==> src/rtl/opr1_pkg.sv <==
`default_nettype none
// +--------------------------------------------------------------------+
// | opr1_pkg : shared encodings for the Group 1 operate sequencer       |
// | Revision : 1.0                                                      |
// +--------------------------------------------------------------------+
package opr1_pkg;

  localparam logic [2:0] ROT_PASS = 3'b000;
  localparam logic [2:0] ROT_BSW  = 3'b001;
  localparam logic [2:0] ROT_RAL  = 3'b010;
  localparam logic [2:0] ROT_RTL  = 3'b011;
  localparam logic [2:0] ROT_RAR  = 3'b100;
  localparam logic [2:0] ROT_RTR  = 3'b101;

  localparam int IR_GRP = 8;
  localparam int IR_CLA = 7;
  localparam int IR_CLL = 6;
  localparam int IR_CMA = 5;
  localparam int IR_CML = 4;
  localparam int IR_RAR = 3;
  localparam int IR_RAL = 2;
  localparam int IR_BSW = 1;
  localparam int IR_IAC = 0;

  typedef enum logic [2:0] {
    S_IDLE = 3'd0,
    S_CLR  = 3'd1,
    S_CMP  = 3'd2,
    S_INC  = 3'd3,
    S_ROT  = 3'd4,
    S_FIN  = 3'd5
  } state_t;

  // First required step at or after position 'from' (0=CLR,1=CMP,2=INC,3=ROT).
  function automatic state_t next_step(input logic [7:0] f, input logic [1:0] from);
    state_t s;
    if ((from == 2'd0) && (f[IR_CLA] || f[IR_CLL]))
      s = S_CLR;
    else if ((from <= 2'd1) && (f[IR_CMA] || f[IR_CML]))
      s = S_CMP;
    else if ((from <= 2'd2) && f[IR_IAC])
      s = S_INC;
    else if (f[IR_RAR] || f[IR_RAL] || f[IR_BSW])
      s = S_ROT;
    else
      s = S_FIN;
    return s;
  endfunction

endpackage
`default_nettype wire

==> src/rtl/opr1_sequencer_rotsel.sv <==
`default_nettype none
// +--------------------------------------------------------------------+
// | opr1_rotsel : decode of the {RAR,RAL,BSW} field to a rotater opcode |
// | Revision    : 1.0                                                   |
// +--------------------------------------------------------------------+
module opr1_rotsel
  import opr1_pkg::*;
(
  input  logic [2:0] rot_field,
  output logic [2:0] rot_op
);

  // rot_field = {RAR, RAL, BSW/2x}; RAR+RAL together degrades to a pass.
  always_comb begin
    rot_op = ROT_PASS;
    case (rot_field)
      3'b001:  rot_op = ROT_BSW;
      3'b010:  rot_op = ROT_RAL;
      3'b011:  rot_op = ROT_RTL;
      3'b100:  rot_op = ROT_RAR;
      3'b101:  rot_op = ROT_RTR;
      default: rot_op = ROT_PASS;
    endcase
  end

endmodule
`default_nettype wire

==> src/rtl/opr1_sequencer.sv <==
`default_nettype none
// +--------------------------------------------------------------------+
// | opr1_sequencer : multi-cycle PDP-8 Group 1 operate sequencer        |
// | Revision       : 1.0                                                |
// +--------------------------------------------------------------------+
module opr1_sequencer
  import opr1_pkg::*;
(
  input  logic        CLK,
  input  logic        RESETn,
  input  logic        START,
  input  logic [8:0]  IR,
  input  logic [11:0] AC_IN,
  input  logic        L_IN,
  output logic [11:0] AC_OUT,
  output logic        L_OUT,
  output logic        BUSY,
  output logic        DONE,
  output logic [2:0]  ROT_OP,
  output logic        ROT_OE,
  output logic [11:0] ROT_AI,
  output logic        ROT_LI,
  input  logic [11:0] ROT_AO,
  input  logic        ROT_LO
);

  state_t      state, state_nxt;
  logic [7:0]  fld;
  logic [11:0] ac;
  logic        l;
  logic [2:0]  rot_sel_op;
  logic [12:0] inc_sum;

  opr1_rotsel u_rotsel (
    .rot_field (fld[IR_RAR:IR_BSW]),
    .rot_op    (rot_sel_op)
  );

  assign inc_sum = {1'b0, ac} + 13'd1;
  assign AC_OUT  = ac;
  assign L_OUT   = l;
  assign ROT_AI  = ac;
  assign ROT_LI  = l;

  always_ff @(posedge CLK) begin
    if (!RESETn)
      state <= S_IDLE;
    else
      state <= state_nxt;
  end

  always_comb begin
    state_nxt = state;
    BUSY      = 1'b0;
    DONE      = 1'b0;
    ROT_OE    = 1'b0;
    ROT_OP    = ROT_PASS;
    case (state)
      S_IDLE: begin
        if (START)
          state_nxt = IR[IR_GRP] ? S_FIN : next_step(IR[7:0], 2'd0);
      end
      S_CLR: begin
        BUSY      = 1'b1;
        state_nxt = next_step(fld, 2'd1);
      end
      S_CMP: begin
        BUSY      = 1'b1;
        state_nxt = next_step(fld, 2'd2);
      end
      S_INC: begin
        BUSY      = 1'b1;
        state_nxt = next_step(fld, 2'd3);
      end
      S_ROT: begin
        BUSY      = 1'b1;
        ROT_OE    = 1'b1;
        ROT_OP    = rot_sel_op;
        state_nxt = S_FIN;
      end
      S_FIN: begin
        DONE      = 1'b1;
        state_nxt = S_IDLE;
      end
      default: state_nxt = S_IDLE;
    endcase
  end

  always_ff @(posedge CLK) begin
    if (!RESETn) begin
      ac  <= 12'd0;
      l   <= 1'b0;
      fld <= 8'd0;
    end else begin
      case (state)
        S_IDLE: begin
          if (START && !IR[IR_GRP]) begin
            fld <= IR[7:0];
            ac  <= AC_IN;
            l   <= L_IN;
          end
        end
        S_CLR: begin
          if (fld[IR_CLA]) ac <= 12'd0;
          if (fld[IR_CLL]) l  <= 1'b0;
        end
        S_CMP: begin
          if (fld[IR_CMA]) ac <= ~ac;
          if (fld[IR_CML]) l  <= ~l;
        end
        S_INC: begin
          // Carry out of bit 11 toggles the link rather than loading it.
          ac <= inc_sum[11:0];
          l  <= l ^ inc_sum[12];
        end
        S_ROT: begin
          ac <= ROT_AO;
          l  <= ROT_LO;
        end
        default: ;
      endcase
    end
  end

endmodule
`default_nettype wire

==> config.mk <==
export PLATFORM = sky130hd
export DESIGN_NAME = opr1_sequencer
export DESIGN_NICKNAME = d
export VERILOG_FILES = /design/src/rtl/opr1_pkg.sv /design/src/rtl/opr1_sequencer_rotsel.sv /design/src/rtl/opr1_sequencer.sv
export SDC_FILE = /design/constraint.sdc
export NUM_CORES = 1
export LEC_CHECK = 0
export ABC_CLOCK_PERIOD_IN_PS = 3290
export CAP_MARGIN = 0
export CORE_ASPECT_RATIO = 0.75
export CORE_MARGIN = 2
export CORE_UTILIZATION = 49
export DETAILED_ROUTE_END_ITERATION = 8
export GPL_TIMING_DRIVEN = 0
export HOLD_SLACK_MARGIN = 0.1
export PLACE_DENSITY = 0.87
export RECOVER_POWER = 50
export SYNTH_ARGS = -nofsm -noshare
export SYNTH_HDL_FRONTEND = slang
export SYNTH_SLANG_ARGS = --single-unit
==> constraint.sdc <==
create_clock -name CLK -period 3.29 [get_ports CLK]
set_input_delay 0.658 -clock CLK [delete_from_list [all_inputs] [get_ports CLK]]
set_output_delay 0.658 -clock CLK [all_outputs]
set_load 0.02 [all_outputs]
[Word-level counts from Yosys, hierarchy flattened]
Index checks and enable logic that the tools add are counted.
Cells by class
  add/sub/neg operators: 1
  equality and inequality tests: 16
  mux-type cells: 23
  bitwise gates (word level): 3
  reduce and logical (&&, ||, !) cells: 15
Operators with widths (number)
  $pmux 12 s5: 1
  $mux 12: 3
  $pmux 3 s5: 2
  $mux 3: 8
  $add 12x1->13 const B: 1
  $eq 3x2->1 const B: 4
  $eq 3x3->1 const B: 4
  $ne 2x2->1 const B: 6
  $not 12->12: 1
  $mux 1: 8
  $reduce_and 4->1: 2
  $logic_or 1x1->1: 7
  $eq 3x1->1 const B: 2
  $pmux 1 s5: 1
  $reduce_bool 5->1: 1
  $reduce_or 4->1: 1
  $logic_not 3->1: 1
  $reduce_and 2->1: 1
  $logic_and 1x1->1: 1
  $logic_not 1->1: 1
  $not 1->1: 1
  $xor 1x1->1: 1
Word-level totals
  register bits after elaboration: 24
  input bits: 38
  output and inout bits: 32
  word-level logic and storage cells: 62

[Depth between registers and ports, before layout]
  depth after elaboration: 9
  depth in mapped cells: 7
  gate-level depth less buffers: 6

[Modules after synthesis]
A second synthesis with hierarchy kept.
Unflattened totals
  cells, all modules: 246
  area, all modules: 1936.9 um^2
By module, submodules not included
  opr1_sequencer: times used 1, cells each 243, area each 1914.3 um^2, seq. area each 480.5 um^2
  opr1_rotsel: times used 1, cells each 3, area each 22.5 um^2, seq. area each 0.0 um^2

[Least setup slack after synthesis]
Ideal clock, no wire load.
  path kind: register -> output
  start point: register state[0]
  end point: output port ROT_OP[2]
  arrival: 1341 ps
  required time: 2632 ps
  setup slack: 1291 ps
  cell stages (with the launch flop): 6
  path buffers: 2
  cell sequence: dfxtp_1 -> buf_6 -> nor2_2 -> buf_6 -> nand2_1 -> nor3b_1
On the way
  cells in the longest elaborated chain, start to end: 2
RTL lines
  start: declaration: RTL line opr1_sequencer.sv:27  | state_t state, state_nxt;
  start signal: assignment: RTL line opr1_sequencer.sv:49  | state <= state_nxt;
  $eq 3x3->1: RTL line opr1_sequencer.sv:58  | case (state)
  $mux 3: RTL line opr1_sequencer.sv:58
  end: declaration: RTL line opr1_sequencer.sv:19  | output logic [2:0] ROT_OP,
No other way between the ends.

[Worst setup path in the final report]
  start point: register state[2]
  end point: output port DONE
On the way
  cells in the longest elaborated chain, start to end: 2
RTL lines
  $eq 3x3->1: RTL line opr1_sequencer.sv:58
  $mux 1: RTL line opr1_sequencer.sv:58
  end: declaration: RTL line opr1_sequencer.sv:18  | output logic DONE,
No other way between the ends.

==> impl_metrics.ini <==
[power]
swShare = 0.475
power_mw = 2.38
p_leak_nw = 1.07
p_seq_frac = 0.221
internal_power_mw = 1.25
p_sw_mw = 1.13
clockPowerShare = 0.076
pwr-share-comb = 0.703
power.density_nw_per_um2 = 865
vdd_ir_drop_max_v = 0.000567

[grt]
grt_pass1_wl_um = 9970
grt.overflow.total = 0
grt_pass1_vias = 2102
antenna_found_initial = 0
grt.total_usage = 0.270
grt_max_degree = 13

[detailed_routing]
drt_iter0_markers = 189
antenna_left = 0
drc = 0
drt-vias-per-instance = 5.93
via_count = 2270
drtPass1Iterations = 6
totalWireLength_um = 6080
wl_per_cell_um = 15.9

[die]
io_pins = 70
fp.dieArea_um2 = 4540
start_util = 0.524
fp.dieW_um = 77.2
die_y_um = 58.9
num_rows = 19
core_area_um2 = 3760

[cells_and_area]
finalNonFillerCells = 383
drive_gt1_frac = 0.118
final_cell_mix = clkdlybuf4s50_1, dfxtp_1, nor2_1
fin_area_um2 = 2750
layout_commonest_cell = clkdlybuf4s50_1
antenna_cells = 0
fin_nets = 372
finish.utilization = 0.733
fillers = 332
areaGrowthSynthToFinish_pct = 39.9

[synth]
ys_types = 50
synth_top_area_share = 0.244
synth_seq_cells = 24
synth_area_leaders = dfxtp_1, buf_4, mux2i_1
synth_area_um2 = 1970
ys_warn_count = 0
async_flop_share = 0
ys.flop_type = dfxtp_1
ys_seq_area_frac = 0.244
synth_top_area_cell = dfxtp_1
synthCells = 259
postSynthNetCount = 298
syn_avg_cell_area_um2 = 7.60
synth_edf_count = 0

[worst_setup_path]
slowest_stage = clkdlybuf4s50_1
critPathKind = reg2out
path_delay_family = buffers and inverters
rr_worst_depth = 6
path_depth = 5
crit_buf_inv = 4
critPathCaptureType = primary output
cp.arrival_ps = 2200
max_stage_delay_ps = 600
startpoint_type = flop
crit_fanout = 10
path_cells = buf_4 > buf_6 > clkbuf_1 > and3_1 > clkdlybuf4s50_1
cp.required_ps = 2630

[run_status]
run_status = complete, no violations

[clock_network]
cts-resized-gates = 0
cts_buffers = 3
cts.sinks = 24
clock_latency_ps = 270
clkTransAtPathRegs_ps = 90
cts_max_path_buffers = 2
h-tree-depth = 1
cts_setup_buffers = 0
cts_tree = yes
ctsHoldBuffers = 0
clock-root-buffer = clkbuf_8

[placement]
port_buffers = 69
hpwl_um = 4600
place_inst = 380
placed_area_um2 = 2720
gp_congestion = 0.913

[sta]
setup-tns-final_ps = 0
final-hold-violation-count = 0
max_freq_ghz = 0.350
finalCriticalPeriod_ps = 2860
timing.final.crit_share = 0.869
timing.final.max_slew_violations = 0
tightestPinTransition_ps = 556
setup_viol = 0
relSlewSlack = 0.628
skew_ps = 3.03
rsz0062_at_grt = false

[min_path]
min_path_cells = 2
hold_path.class = reg2reg

[flow_run]
max-cap-violations = 0
[layout make-up]
| type | instances | area [um2] | share of cell area |
|---|---|---|---|
| buffer | 32 | 226 | 0.0823 |
| clock buffer | 3 | 41.3 | 0.0150 |
| inverter | 6 | 22.5 | 0.00818 |
| multi-input combinational | 197 | 1230 | 0.445 |
| sequential | 24 | 480 | 0.175 |
| tap | 52 | 65.1 | 0.0236 |
| timing repair buffer | 69 | 691 | 0.251 |
[cell usage after synthesis (all sizes together), types with 5 or more instances]
library cell	n
or3	5
o21ai	23
nor3	8
nand3	15
mux2i	12
o211ai	6
nand2	22
a21oi	20
dfxtp	24
inv	6
clkbuf	5
nor2	25
xnor2	6
buf	27
[power by group through the flow]
stage	Sequential, mW	Combinational (mW)	Clock (mW)
floorplan	0.582	1.04	0
global placement	0.521	1.65	0
detailed placement	0.528	1.68	0
CTS	0.522	1.68	0.180
global route	0.539	1.80	0.193
finish	0.526	1.67	0.181
[worst register-to-register path, stage by stage (launching register included)]
cell,delay (ps)
dfxtp_1,310
buf_4,170
o21ai_0,330
o211a_1,200
clkbuf_1,410
or3_1,190
o2111a_1,170
[per-layer routing]
metal  track usage  wire (um)
met5             0          0
met4        0.0816        127
met3        0.0460        540
met2         0.442       2670
met1         0.371       2750
[worst paths after layout]
path	start	endpoint	slack, ps
max reg2reg	state[2]	AC_OUT[8]	1460
min	fld[6]	fld[6]	530
min reg2reg	fld[6]	fld[6]	530
max	state[2]	DONE	430
[state kept, by name, summed over array words and instances (netlist names)]
register,count
AC_OUT,12
fld,8
L_OUT,1
state,3
[cells by family after synthesis]
group	after synthesis	share of synthesized area
buffers and inverters	38	0.130
XOR/XNOR	6	0.0267
AND/OR/NAND/NOR	90	0.229
multiplexers	16	0.0839
flip-flops	24	0.244
AO/OA/AOI/OAI	84	0.279
adder cells (fa/ha/maj)	1	0.00636
[stage by stage]
| step | hold WS (ps) | worst slack [ps] |
|---|---|---|
| 2_1_floorplan | 458 | 1290 |
| 3_3_place_gp | 495 | 794 |
| 3_5_place_dp | 505 | 783 |
| 4_1_cts | 528 | 485 |
| 5_1_grt | 575 | 399 |
| 6_report | 531 | 430 |
No activity file was read; power rests on OpenSTA's default activity.
